File: src/rtl/gpi_debounce_pkg.sv
// Shared types and helpers for the GPI debouncer: the per-channel state encoding
// and the counter-width calculation.
package gpi_debounce_pkg;

  typedef enum logic {
    DbIdle,
    DbCount
  } db_state_e;

  // The counter only needs to reach DebounceCycles-1, but keep at least one bit.
  function automatic int cnt_width(input int cycles);
    return (cycles < 1) ? 1 : $clog2(cycles + 1);
  endfunction

endpackage

File: src/rtl/gpi_debounce_bit.sv
// One GPI channel: SyncStages-deep synchroniser followed by a counter debouncer.
// Edge pulse flops are built only when GPI_DEBOUNCE_EDGE_EN is defined.
//
// state   | meaning
// --------+-----------------------------------------------------------
// DbIdle  | synchronised input matches the accepted level, counter idle
// DbCount | input differs from accepted level, counting its persistence
module gpi_debounce_bit
  import gpi_debounce_pkg::*;
#(
  parameter int   SyncStages     = 2,
  parameter int   DebounceCycles = 50000,
  parameter logic ResetValue     = 1'b0
) (
  input  logic clk_sys_i,
  input  logic rst_sys_i,
  input  logic raw_i,
  output logic level_o,
  output logic rise_o,
  output logic fall_o
);

  localparam int              CntW    = cnt_width(DebounceCycles);
  localparam logic [CntW-1:0] CntLast = CntW'(DebounceCycles - 1);

  logic [SyncStages-1:0] r_sync;
  logic                  w_sync_b;
  db_state_e             r_state;
  logic [CntW-1:0]       r_cnt;
  logic                  r_level;

  always_ff @(posedge clk_sys_i) begin
    if (rst_sys_i) begin
      r_sync <= {SyncStages{ResetValue}};
    end else begin
      r_sync <= {r_sync[SyncStages-2:0], raw_i};
    end
  end

  assign w_sync_b = r_sync[SyncStages-1];

`ifdef GPI_DEBOUNCE_EDGE_EN
  logic r_rise;
  logic r_fall;
`endif

  // Terminal compare fires at DebounceCycles-1, so the counter never wraps.
  always_ff @(posedge clk_sys_i) begin
    if (rst_sys_i) begin
      r_state <= DbIdle;
      r_cnt   <= '0;
      r_level <= ResetValue;
`ifdef GPI_DEBOUNCE_EDGE_EN
      r_rise  <= 1'b0;
      r_fall  <= 1'b0;
`endif
    end else begin
`ifdef GPI_DEBOUNCE_EDGE_EN
      r_rise <= 1'b0;
      r_fall <= 1'b0;
`endif
      case (r_state)
        DbIdle: begin
          if (w_sync_b != r_level) begin
            r_state <= DbCount;
            r_cnt   <= '0;
          end
        end
        DbCount: begin
          if (w_sync_b == r_level) begin
            r_state <= DbIdle;
            r_cnt   <= '0;
          end else if (r_cnt == CntLast) begin
            r_level <= w_sync_b;
            r_state <= DbIdle;
            r_cnt   <= '0;
`ifdef GPI_DEBOUNCE_EDGE_EN
            r_rise  <= w_sync_b;
            r_fall  <= ~w_sync_b;
`endif
          end else begin
            r_cnt <= r_cnt + CntW'(1);
          end
        end
      endcase
    end
  end

  assign level_o = r_level;

`ifdef GPI_DEBOUNCE_EDGE_EN
  assign rise_o = r_rise;
  assign fall_o = r_fall;
`else
  assign rise_o = 1'b0;
  assign fall_o = 1'b0;
`endif

endmodule

File: src/rtl/gpi_debounce.sv
// Board-input conditioner: Width independent synchroniser+debouncer channels.
// Edge pulses are real only when GPI_DEBOUNCE_EDGE_EN is defined, otherwise tied low.
module gpi_debounce #(
  parameter int               Width          = 5,
  parameter int               SyncStages     = 2,
  parameter int               DebounceCycles = 50000,
  parameter logic [Width-1:0] ResetValue     = '0
) (
  input  logic             clk_sys_i,
  input  logic             rst_sys_i,
  input  logic [Width-1:0] raw_i,
  output logic [Width-1:0] gp_o,
  output logic [Width-1:0] rise_o,
  output logic [Width-1:0] fall_o,
  output logic             changed_o
);

  logic [Width-1:0] w_level;
  logic [Width-1:0] w_rise;
  logic [Width-1:0] w_fall;

  for (genvar b = 0; b < Width; b++) begin : g_ch
    gpi_debounce_bit #(
      .SyncStages    (SyncStages),
      .DebounceCycles(DebounceCycles),
      .ResetValue    (ResetValue[b])
    ) u_bit (
      .clk_sys_i(clk_sys_i),
      .rst_sys_i(rst_sys_i),
      .raw_i    (raw_i[b]),
      .level_o  (w_level[b]),
      .rise_o   (w_rise[b]),
      .fall_o   (w_fall[b])
    );
  end

  assign gp_o   = w_level;
  assign rise_o = w_rise;
  assign fall_o = w_fall;
  // Built from the registered pulses, so it lines up with them in the same cycle.
  assign changed_o = |(w_rise | w_fall);

endmodule

File: config.mk
export PLATFORM = sky130hd
export DESIGN_NAME = gpi_debounce
export DESIGN_NICKNAME = d
export VERILOG_FILES = /design/src/rtl/gpi_debounce_pkg.sv /design/src/rtl/gpi_debounce_bit.sv /design/src/rtl/gpi_debounce.sv
export SDC_FILE = /design/constraint.sdc
export NUM_CORES = 1
export LEC_CHECK = 0
export CORE_UTILIZATION = 55
export CTS_BUF_LIST = sky130_fd_sc_hd__clkbuf_16
export CTS_CLUSTER_DIAMETER = 80
export DETAILED_ROUTE_END_ITERATION = 6
export PLACE_DENSITY = 0.73
export RECOVER_POWER = 100
export SYNTH_ARGS = -nofsm -noshare
export SYNTH_HDL_FRONTEND = slang
export SYNTH_HIERARCHICAL = 1
export SYNTH_SLANG_ARGS = --single-unit
File: constraint.sdc
create_clock -name clk_sys_i -period 2.05 [get_ports clk_sys_i]
set_clock_uncertainty 0.2 [all_clocks]
set_input_delay 0.41 -clock clk_sys_i [delete_from_list [all_inputs] [get_ports clk_sys_i]]
set_output_delay 0.41 -clock clk_sys_i [all_outputs]
set_load 0.05 [all_outputs]
# Yosys cells after proc, flatten, opt, wreduce, memory -nomap -nowiden

Index checks and enable logic that the tools add are counted.

Bits in registers: 100
Latch bits: 0
RAM bits: 0
ROM bits: 0
Input bits: 7
Logic and storage cells: 100
Memories: 0

Add/sub/neg operators: 5
$mul: 0
Div/mod/pow operators: 0
$lt $le $gt $ge: 0
Equality and inequality tests: 20
Shifts and indexed selects: 0
Muxes and demuxes: 40
Bitwise logic cells: 10
Reductions and logical operators: 5

Operator list:

| cell                                                                    | number |
|---|---|
| 16-bit two-way mux                                                      | 15 |
| 16-bit case mux with 2 select lines                                     | 5 |
| 16-bit by 1-bit adder with 16-bit output, second input constant         | 5 |
| 16-bit == test, second input constant                                   | 5 |
| 1-bit two-way mux                                                       | 15 |
| 3-bit AND reduction                                                     | 5 |
| 2-bit by 1-bit inequality test with 1-bit output, second input constant | 5 |
| 1-bit NOT                                                               | 10 |
| 1-bit case mux with 2 select lines                                      | 5 |
| 1-bit == test                                                           | 5 |
| 1-bit inequality test                                                   | 5 |

# Depth between registers and ports, before layout

Depth after elaboration: 4
Mapped depth: 6
Gate-level depth less buffers: 5

# By module

The synthesis kept the hierarchy.

By module, submodules not included:

| module           | times used | cells each | area an instance (sq um) |
|---|---|---|---|
| gpi_debounce_bit | 5          | 130        | 1092.3 |
| gpi_debounce     | 1          | 4          | 21.3 |

# Worst setup path before layout

No wires, ideal clock.

Path type: register -> register
Start: reg g_ch[0].u_bit.r_level
End: reg g_ch[0].u_bit.r_cnt[11]
Arrival: 1.608 ns
Data required time: 1.776 ns
Path slack: 0.168 ns
Cell stages (with the launch flop): 6
Path through: dfxtp_1 -> xnor2_1 -> nor3_4 -> buf_4 -> nand3_1 -> a31oi_1

Cells in the longest elaborated chain, start to end: 3

RTL lines:

| what                                | line                   | text |
|---|---|---|
| from (decl)                         | gpi_debounce_bit.sv:30 | `logic r_level;` |
| from (signal assigned)              | gpi_debounce_bit.sv:52 | `r_level <= ResetValue;` |
| from (signal assigned)              | gpi_debounce_bit.sv:74 | `r_level <= w_sync_b;` |
| 1-bit == test                       | gpi_debounce_bit.sv:70 | `if (w_sync_b == r_level) begin` |
| 16-bit two-way mux                  | gpi_debounce_bit.sv:70 |  |
| 16-bit case mux with 2 select lines | gpi_debounce_bit.sv:62 | `case (r_state)` |
| to (signal assigned)                | gpi_debounce_bit.sv:82 | `r_cnt <= r_cnt + CntW'(1);` |
| to (decl)                           | gpi_debounce_bit.sv:29 | `logic [CntW-1:0] r_cnt;` |

Parallel ways exist; a longest one is shown, timed or not.
A chain may end at the register's enable or synchronous reset.

# Worst setup path in the final report

Start: reg g_ch[3].u_bit.r_cnt[1]
End: reg g_ch[3].u_bit.r_level

Cells in the longest elaborated chain, start to end: 2

RTL lines:

| what                                 | line                   | text |
|---|---|---|
| from (decl)                          | gpi_debounce_bit.sv:29 |  |
| from (signal assigned)               | gpi_debounce_bit.sv:82 |  |
| 16-bit == test                       | gpi_debounce_bit.sv:73 | `end else if (r_cnt == CntLast) begin` |
| 3-bit AND reduction (no source line) | -                      |  |
| to (signal assigned)                 | gpi_debounce_bit.sv:52 |  |
| to (signal assigned)                 | gpi_debounce_bit.sv:74 |  |
| to (decl)                            | gpi_debounce_bit.sv:30 |  |

Every way passes these cells.

==> results.yml <==
synth:
  synth_cells: 654
  synth_top_flop_cell: "dfxtp_1"
  synthSimpleGateAreaFrac_pct: 33.8
  synth-compound-area-share_pct: 17.1
  synthAdderAreaFrac_pct: 1.14
  ys_warn_count: 6
  synth-edff-count: 0
  seq_area_frac_synth_pct: 36.5
  yosys-top-cells-area: "dfxtp_1 37%, a31oi_1 6.8%, nand3_1 5.1%"
  async_reset_ff_share_pct: 0
  synth_top_area_share_pct: 36.5
  avgSynthCellArea_um2: 8.38
  synthDistinctLibCells: 37
  synth_top_family_by_area: "simple AND/OR/NAND/NOR gates"
  ys_ff_latch: 100
  synth_common_cells: "100 x dfxtp_1, 60 x a31oi_1, 56 x nand3_1, 50 x nand2_1, 40 x nand4_1"
  synth.most_common_cell: "dfxtp_1"
  yosys.area.top_type: "dfxtp_1"
  synthXorXnorAreaFrac_pct: 3.19
  synthMuxAreaShare_pct: 0.913
  syn-cell-area_um2: 5480
floorplan:
  die-height_um: 102
  initial_core_util_pct: 56.4
  dieArea_um2: 10400
  die_w_um: 102
  ios: 23
  num_rows: 36
  core_um2: 9730
critical_path:
  worstSetupStartpointType: "register"
  timing.rr.end: "g_ch[3].u_bit/level_o"
  cp-end-kind: "register"
  worst-r2r-cell-count: 6
  crit_path_max_incr_delay_ns: 0.40
  crit_fanout: 7
  path_class: "register to register"
  setup.worst_path.end: "g_ch[3].u_bit/level_o"
  reg2reg_slack_ns: 0.10
  cp.required_ns: 2.12
  r2r-start: "g_ch[3].u_bit/r_cnt[1]"
  critPathSlowestCell: "dfxtp_1"
  crit_arrival_ns: 2.02
  crit_chain: "ha_4 -> and4_2 -> nand4_1 -> buf_6 -> or3_1 -> a21oi_1"
  critPathLaunch: "g_ch[3].u_bit/r_cnt[1]"
power_and_ir_drop:
  power_density_nw_per_um2: 637
  power.leakage_nw: 1.93
  ir_worst_vdd_uv: 751
  power_w: 0.00383
grt:
  grt_usage_pct: 24.3
  gr-usage-met1_pct: 30.2
  grt_max_degree: 44
  gr-usage-met3_pct: 5.06
  grt_pass1_vias: 4523
  gr-total-overflow: 0
  grt_pass1_wl_um: 20200
  met2_usage_pct: 41.6
  antenna_found_initial: 0
  busiest_layer: "met2"
detailed_routing:
  avgViaCountPerCell: 6.32
  avgRoutedWirePerCell_um: 14.8
  drtPass1Iterations: 5
  drc_errors: 0
  drtAntennaViolNets: 0
  routed-via-count: 5066
  drt-total-wl_um: 11800
  drt-initial-drc-count: 224
cts:
  cts_tree: "done"
  clk_transition_reported_paths_ns: 0.07
  ctsRootBufferMaster: "clkbuf_16"
  cts_buffers: 9
  clk_path_buf_depth: 2
  cts_sinks: 100
  clock_latency_ns: 0.35
  cts.htree.levels: 3
timing:
  fmax_ghz: 0.513
  tns_ns: 0
  hold_viol_final: 0
  slew_viol_final: 0
  fin_crit_sh_pct: 95.1
  fin_crit_ns: 1.95
  timing.hold.ws_ns: 0.241
  worst_pin_slew_ns: 0.606
  finalSetupViolCount: 0
  slew_headroom_pct: 59.8
worst_hold_path:
  min-delay-start: "g_ch[4].u_bit/r_sync[0]"
  hold_path_depth: 1
  hp-class: "register to register"
job:
  cap_violations: 0
placed_design:
  gp_congestion: 0.867
  place_inst: 782
  hpwl_um: 8000
  io_buffers: 11
layout:
  drive_gt1_share_pct: 10.6
  final_cell_count_no_fill: 801
  n_antenna_cell: 0
  layout.nets: 675
  area_growth_pct: 9.84
outcome:
  status: "finished clean"
-- worst max-delay path, delay by kind of cell, from the launching register on --
kind,cells,cell delay [ns]
and+or+nand+nor,3,0.75
DFF,1,0.40
AOI/OAI and AO/OA,1,0.18
adders and majority gates,1,0.17
buffers and inverters,1,0.17
-- cells by family (layout without fill, tap and decap cells) --
| group | after synthesis | after routing |
|---|---|---|
| compound gates | 140 | 140 |
| simple gates | 309 | 309 |
| other cells | 5 | 10 |
| fa+ha+maj | 5 | 5 |
| xor+xnor | 20 | 20 |
| buf+inv | 70 | 79 |
| mux | 5 | 5 |
| flops | 100 | 100 |
-- layout by cell type, fill, tap and decap left out, types with 12 or more instances in the layout --
cell type	netlist	final
a31oi_1	60	60
a41oi_1	20	20
and3_1	25	25
and4_1	25	23
buf_4	15	26
dfxtp_1	100	97
inv_1	20	21
nand2_1	50	50
nand3_1	56	56
nand4_1	40	40
nor2_1	21	21
nor4_1	12	12
o211ai_1	15	15
o21ai_0	15	15
-- metrics by stage --
stage                     utilization, %  cell area, um^2  setup slack [ns]
after floorplan                        -             5500             0.168
after CTS                           61.6             5990            0.0134
after global routing                61.9             6020          -0.00535
final                               61.9             6020             0.100
after detailed placement            58.6             5700            0.0387
after global placement              58.6             5700             0.170
-- how the worst min path moves through the flow --
| stage | end | slack, ns |
|---|---|---|
| 6_report | g_ch[4].u_bit/r_sync[1] | 0.24 |
| 5_1_grt | g_ch[4].u_bit/r_sync[1] | 0.26 |
| 4_1_cts | g_ch[3].u_bit/r_sync[1] | 0.25 |
| 3_5_place_dp | g_ch[2].u_bit/r_sync[1] | 0.23 |
| 3_3_place_gp | g_ch[4].u_bit/r_sync[1] | 0.22 |
| 2_1_floorplan | g_ch[0].u_bit/r_sync[1] | 0.21 |
-- state kept, by name, summed over array words and instances, names as in the netlist --
register            cells
g_ch.u_bit/r_cnt       80
g_ch.u_bit/r_state      5
g_ch.u_bit/level_o      5
g_ch.u_bit/r_sync      10
-- power breakdown --
group          internal (W)  switching [W]  leakage (nW)
logic             0.0000509       0.000128         0.974
registers           0.00196      0.0000107         0.809
clock network      0.000942       0.000747         0.143
-- routing by layer --
metal,routed length (um),vias up
met4,150,0
met2,5920,98
li1,-,2524
met1,5280,2432
met3,472,12
met5,0,-
-- area by class of cell --
| type | instances | area [um^2] |
|---|---|---|
| well taps | 133 | 166 |
| multi-input cells | 489 | 3140 |
| flip-flops and latches | 100 | 2010 |
| clock inverters | 7 | 67.6 |
| fillers | 858 | 3710 |
| repair buffers | 43 | 339 |
| clock buffers | 9 | 225 |
| inverters | 20 | 75.1 |
-- repair_timing --
action,4_1_cts,5_1_grt
setup buffers,0,3
endpoints found under the setup margin,0,5
gates resized for setup,0,14
hold buffers,0,0
Note: power is estimated with default switching activity, not from simulation.
